<file path="src/rtl/avalon_mm_mem_tester.sv">
// Avalon-MM memory tester: writes a seeded pattern over a word region, reads it back
// with up to MAX_PENDING pipelined reads, and reports error count and first bad address.
module avalon_mm_mem_tester #(
  parameter int                ADDR_W      = 26,
  parameter int                DATA_W      = 32,
  parameter logic [ADDR_W-1:0] BASE_ADDR   = 26'h0,
  parameter int                NUM_WORDS   = 1024,
  parameter int                MAX_PENDING = 4,
  parameter logic [31:0]       SEED        = 32'h5A5A_0000
) (
  input  logic              clk_clk,
  input  logic              reset_reset,
  input  logic              start,
  output logic              busy,
  output logic              done,
  output logic              pass,
  output logic [15:0]       error_count,
  output logic [ADDR_W-1:0] first_err_addr,
  output logic [ADDR_W-1:0] avm_address,
  output logic              avm_read,
  output logic              avm_write,
  output logic [DATA_W-1:0] avm_writedata,
  output logic [3:0]        avm_byteenable,
  output logic              avm_burstcount,
  output logic              avm_debugaccess,
  input  logic              avm_waitrequest,
  input  logic [DATA_W-1:0] avm_readdata,
  input  logic              avm_readdatavalid
);

  localparam int IDX_W = 17;
  localparam logic [IDX_W-1:0] LAST_IDX = IDX_W'(NUM_WORDS - 1);
  localparam logic [IDX_W-1:0] END_IDX  = IDX_W'(NUM_WORDS);
  localparam logic [4:0]       MAX_PEND = 5'(MAX_PENDING);

  typedef enum logic [2:0] {IDLE, WRITE, READ, DRAIN, DONE} state_t;

  state_t           state;
  logic [IDX_W-1:0] wr_idx, rd_idx, chk_idx;
  logic [4:0]       pending;

  logic             wr_acc, rd_acc, active, beat, spur, mismatch;
  logic [4:0]       pending_nxt;
  logic [15:0]      err_nxt;
  logic [IDX_W-1:0] wr_nxt, rd_nxt;

  function automatic logic [DATA_W-1:0] pattern(input logic [15:0] i);
    return DATA_W'({~i, i} ^ SEED);
  endfunction

  function automatic logic [ADDR_W-1:0] addr_of(input logic [IDX_W-1:0] i);
    return BASE_ADDR + (ADDR_W'(i) << 2);
  endfunction

  always_comb begin
    wr_acc      = avm_write & ~avm_waitrequest;
    rd_acc      = avm_read & ~avm_waitrequest;
    active      = (state == READ) || (state == DRAIN);
    beat        = active && avm_readdatavalid && (pending != 5'd0);
    spur        = active && avm_readdatavalid && (pending == 5'd0);
    mismatch    = beat && (avm_readdata != pattern(chk_idx[15:0]));
    pending_nxt = pending + 5'(rd_acc) - 5'(beat);
    err_nxt     = error_count;
    if ((mismatch || spur) && (error_count != 16'hFFFF))
      err_nxt = error_count + 16'd1;
    wr_nxt      = wr_idx + 1'b1;
    rd_nxt      = rd_idx + 1'b1;
  end

  assign avm_byteenable  = (avm_read || avm_write) ? 4'hF : 4'h0;
  assign avm_burstcount  = 1'b1;
  assign avm_debugaccess = 1'b0;

  always_ff @(posedge clk_clk) begin
    if (reset_reset) begin
      state          <= IDLE;
      wr_idx         <= '0;
      rd_idx         <= '0;
      chk_idx        <= '0;
      pending        <= '0;
      error_count    <= '0;
      first_err_addr <= '0;
      busy           <= 1'b0;
      done           <= 1'b0;
      pass           <= 1'b0;
      avm_read       <= 1'b0;
      avm_write      <= 1'b0;
      avm_address    <= '0;
      avm_writedata  <= '0;
    end else begin
      // Checker bookkeeping runs in READ/DRAIN only; beat/spur/rd_acc are 0 elsewhere.
      pending     <= pending_nxt;
      error_count <= err_nxt;
      if (beat)
        chk_idx <= chk_idx + 1'b1;
      if (mismatch && (error_count == 16'd0))
        first_err_addr <= addr_of(chk_idx);

      case (state)
        IDLE, DONE: begin
          if (start) begin
            state          <= WRITE;
            wr_idx         <= '0;
            rd_idx         <= '0;
            chk_idx        <= '0;
            pending        <= '0;
            error_count    <= '0;
            first_err_addr <= '0;
            busy           <= 1'b1;
            done           <= 1'b0;
            pass           <= 1'b0;
            avm_write      <= 1'b1;
            avm_address    <= addr_of('0);
            avm_writedata  <= pattern(16'd0);
          end
        end
        WRITE: begin
          if (wr_acc) begin
            wr_idx <= wr_nxt;
            if (wr_idx == LAST_IDX) begin
              avm_write <= 1'b0;
              state     <= READ;
            end else begin
              avm_address   <= addr_of(wr_nxt);
              avm_writedata <= pattern(wr_nxt[15:0]);
            end
          end
        end
        READ: begin
          // A raised read holds until accepted; a new one is issued only with pending headroom.
          if (avm_read) begin
            if (rd_acc) begin
              rd_idx <= rd_nxt;
              if (rd_idx == LAST_IDX) begin
                avm_read <= 1'b0;
                state    <= DRAIN;
              end else if (pending_nxt < MAX_PEND) begin
                avm_address <= addr_of(rd_nxt);
              end else begin
                avm_read <= 1'b0;
              end
            end
          end else if (pending_nxt < MAX_PEND) begin
            avm_read    <= 1'b1;
            avm_address <= addr_of(rd_idx);
          end
        end
        DRAIN: begin
          if ((pending == 5'd0) && (chk_idx == END_IDX)) begin
            state <= DONE;
            busy  <= 1'b0;
            done  <= 1'b1;
            pass  <= (err_nxt == 16'd0);
          end
        end
        default: state <= IDLE;
      endcase
    end
  end

endmodule

</file>
<file path="config.mk">
export PLATFORM = sky130hd
export DESIGN_NAME = avalon_mm_mem_tester
export DESIGN_NICKNAME = d
export VERILOG_FILES = /design/src/rtl/avalon_mm_mem_tester.sv
export SDC_FILE = /design/constraint.sdc
export NUM_CORES = 1
export LEC_CHECK = 0
export ABC_AREA = 1
export BUFFER_PORTS_ARGS = -buffer_cell sky130_fd_sc_hd__buf_2
export CAP_MARGIN = 15
export CORE_MARGIN = 5
export CORE_UTILIZATION = 30
export DETAILED_ROUTE_END_ITERATION = 8
export HOLD_SLACK_MARGIN = 0.06
export PLACE_DENSITY_LB_ADDON = 0.15
export SLEW_MARGIN = 10
export SYNTH_ARGS = -nofsm -noshare
export SYNTH_HDL_FRONTEND = slang
export SYNTH_SLANG_ARGS = --single-unit
</file>
<file path="constraint.sdc">
create_clock -name clk_clk -period 4.52 [get_ports clk_clk]
set_input_delay 0.452 -clock clk_clk [delete_from_list [all_inputs] [get_ports clk_clk]]
set_output_delay 0.452 -clock clk_clk [all_outputs]
set_load 0.02 [all_outputs]
</file>
==> flow_metrics.py <==
metrics = {
    "sta": {
        "rsz0062_at_grt": "no",
        "layout_min_cycle_time_ps": 3590,
        "fin_tns_setup_ps": 0,
        "finalHoldViolCount": 0,
        "maxSlewHeadroom": 0.282,
        "finalCritPeriodShare": 0.794,
        "fmax_mhz": 278,
        "finClkSkew_ps": 14.3,
        "slew_violations": 0,
        "worst_pin_slew_ps": 1070,
        "setup_violations": 0,
    },
    "cts": {
        "cts_made_buffers": 17,
        "clock-sinks": 147,
        "cts_resized": 0,
        "hold_buffers": 0,
        "cts_max_path_buffers": 2,
        "insertion_delay_ps": 430,
        "root_buffer": "clkbuf_16",
        "cts_tree": "built",
        "h-tree-depth": 4,
        "cts_setup_buffers": 0,
        "path_clk_slew_ps": 60,
    },
    "pwr": {
        "finalPower_mw": 4.53,
        "power_density_mw_per_mm2": 493,
        "ir_drop_mv": 0.234,
        "p_leak_nw": 3.84,
    },
    "drt": {
        "vias_per_cell": 4.61,
        "drt_wl_total_microns": 22800,
        "num_vias": 7256,
        "drtAntennaViolNets": 0,
        "drtIter0Drc": 444,
        "wire_per_inst_microns": 14.5,
        "dr.pass1.iters": 6,
        "drcViolationCount": 0,
    },
    "placement": {
        "place.detailed.hpwl_microns": 16700,
        "dp.cells": 1543,
        "place.gp.congestion": 0.884,
        "port_buffers": 136,
        "dpl_cell_area_sq_mm": 0.00860,
    },
    "cells_and_area": {
        "layout_commonest_cell": "nand2_1",
        "final_cells": 1575,
        "drive_gt1_frac": 0.172,
        "final_cell_mix": "258 x nand2_1, 147 x dfxtp_1, 137 x nor2_1",
        "syn_to_final_growth_pct": 18.0,
        "fillerInstances": 2770,
        "fin_util": 0.356,
        "final_area_sq_mm": 0.00919,
        "final_nets": 1277,
        "n_antenna_cell": 0,
    },
    "setup_path": {
        "cpLargestDelayFamily": "adder cells",
        "rr_worst_depth": 19,
        "cp_max_fo": 18,
        "critPathRequiredTime_ps": 4790,
        "start_kind": "flip-flop",
        "crit_type": "reg2reg",
        "max_stage_delay_ps": 520,
        "path_cells": "inv_1 -> ha_1 -> nand3_1 -> nand2_1 -> inv_2 -> ha_1 -> inv_1 -> ha_1 -> inv_1 -> fa_1 -> o21ai_0 -> xnor2_1 -> inv_1 -> nand3_1 -> inv_1 -> o211ai_4 -> nor2_4 -> o21ai_0 -> a21oi_1",
        "crit_top_cell": "inv_1",
        "end_kind": "flip-flop",
        "cp_num_buf_inv": 6,
        "cp.depth": 19,
        "worstPathArrival_ps": 3860,
        "cp_slowest_cell": "o211ai_4",
    },
    "yosys": {
        "synthDistinctLibCells": 42,
        "synthFlopType": "dfxtp_1",
        "synth.top_cell.area_share": 0.378,
        "synth-seq-cells": 147,
        "synth_area_leaders": "dfxtp_1 38%, nand2_1 12%, nor2_1 6.6%, inv_1 5.7%, a21oi_1 5.7%",
        "async_flop_share": 0,
        "netlist.top_cell.by_area": "dfxtp_1",
        "syn_area_sq_mm": 0.00778,
        "synth_cells": 1125,
        "yosys_warnings": 0,
        "synth_edf_count": 0,
        "synth.avg_cell_area_sq_um": 6.92,
        "yosysSeqAreaShare": 0.378,
    },
    "die": {
        "fp.dieH_microns": 171,
        "start_util": 0.301,
        "ios": 148,
        "row_count": 59,
        "fp.dieW_microns": 171,
        "dieArea_sq_mm": 0.0293,
        "coreArea_sq_mm": 0.0258,
    },
    "global_routing": {
        "grt.total_usage": 0.154,
        "grt_pass1_wl_microns": 36300,
        "grt_max_degree": 60,
        "grt_pass1_vias": 6879,
        "overflow": 0,
        "antenna_found_initial": 1,
    },
    "min_path": {
        "hold_path_class": "in2reg",
        "hold_path_depth": 3,
    },
    "flow_run": {
        "maxCapViolCount": 0,
    },
    "outcome": {
        "status": "finished, final reports clean",
    },
}
-- Yosys cell counts (2+ instances only) --
cell	number
nor3b_1	3
buf_6	2
xor2_1	31
nand3_1	49
nor2_4	2
nor4_1	8
nor2_1	137
o211ai_1	9
a31oi_1	2
nand2_1	258
nor3_2	2
nor2_2	6
nand4_1	33
nor3_1	22
buf_2	17
ha_1	12
xnor2_1	25
o21ai_0	47
dfxtp_1	147
inv_1	118
a21oi_1	88
conb_1	2
or2_2	6
clkbuf_1	25
o221ai_1	3
buf_4	24
nand3_2	2
a211oi_1	19
inv_2	13
-- cell type report --
cell class	count	area, sq um	share of cell area
Multi-Input combinational cell	786	4010	0.436
Sequential cell	147	2940	0.320
Timing Repair Buffer	143	733	0.0798
Inverter	132	495	0.0539
Clock buffer	17	425	0.0463
Tap cell	335	419	0.0456
Clock inverter	15	168	0.0182
-- where the power goes --
part | total, mW | leakage [nW] | internal, mW | switching (mW)
Combinational | 1.51 | 2.36 | 0.407 | 1.10
Sequential | 1.59 | 1.19 | 1.46 | 0.137
Clock | 1.43 | 0.289 | 0.785 | 0.647
-- metal layers --
metal | track usage | share of wire | vias up
li1 | - | - | 3814
met1 | 0.208 | 0.48 | 3259
met2 | 0.251 | 0.46 | 164
met3 | 0.0337 | 0.052 | 17
met4 | 0.0420 | 0.013 | 2
met5 | 0 | 0.00057 | -
-- path summary, 6_finish.rpt --
check                startpoint            endpoint  slack, ps
max reg2reg          pending[2]     avm_address[12]        930
max                  pending[2]     avm_address[12]        930
min             avm_waitrequest            avm_read        400
min reg2reg  first_err_addr[22]  first_err_addr[22]        440
-- metrics by stage --
stage | hold slack (ps) | worst slack [ps]
6_report | 396 | 929
2_1_floorplan | 458 | 1460
3_5_place_dp | 428 | 862
5_1_grt | 405 | 497
3_3_place_gp | 424 | 913
4_1_cts | 378 | 870
-- registers in the layout (all words and copies together) (netlist names) --
name	flops
avm_read	1
avm_address	17
busy	1
pass	1
state	3
avm_writedata	24
error_count	16
rd_idx	17
first_err_addr	26
avm_write	1
chk_idx	17
wr_idx	17
done	1
pending	5
-- worst register-to-register path, cell delays in order (launching register included) --
cell and delay (ps):
dfxtp_1 310, inv_1 70, ha_1 140, nand3_1 130
nand2_1 280, inv_2 80, ha_1 290, inv_1 50
ha_1 150, inv_1 50, fa_1 400, o21ai_0 220
xnor2_1 140, inv_1 60, nand3_1 60, inv_1 80
o211ai_4 520, nor2_4 180, o21ai_0 120, a21oi_1 80
-- cells by family (layout without fill, tap and decap cells) --
family	after synthesis	in the layout	synth area share
simple gates	530	530	0.293
buf+inv	201	307	0.113
compound gates	176	176	0.130
flops	147	147	0.378
xor+xnor	56	56	0.0630
fa+ha+maj	13	13	0.0219
other cells	2	11	0.000965
Power figures use the tool's default switching activity.
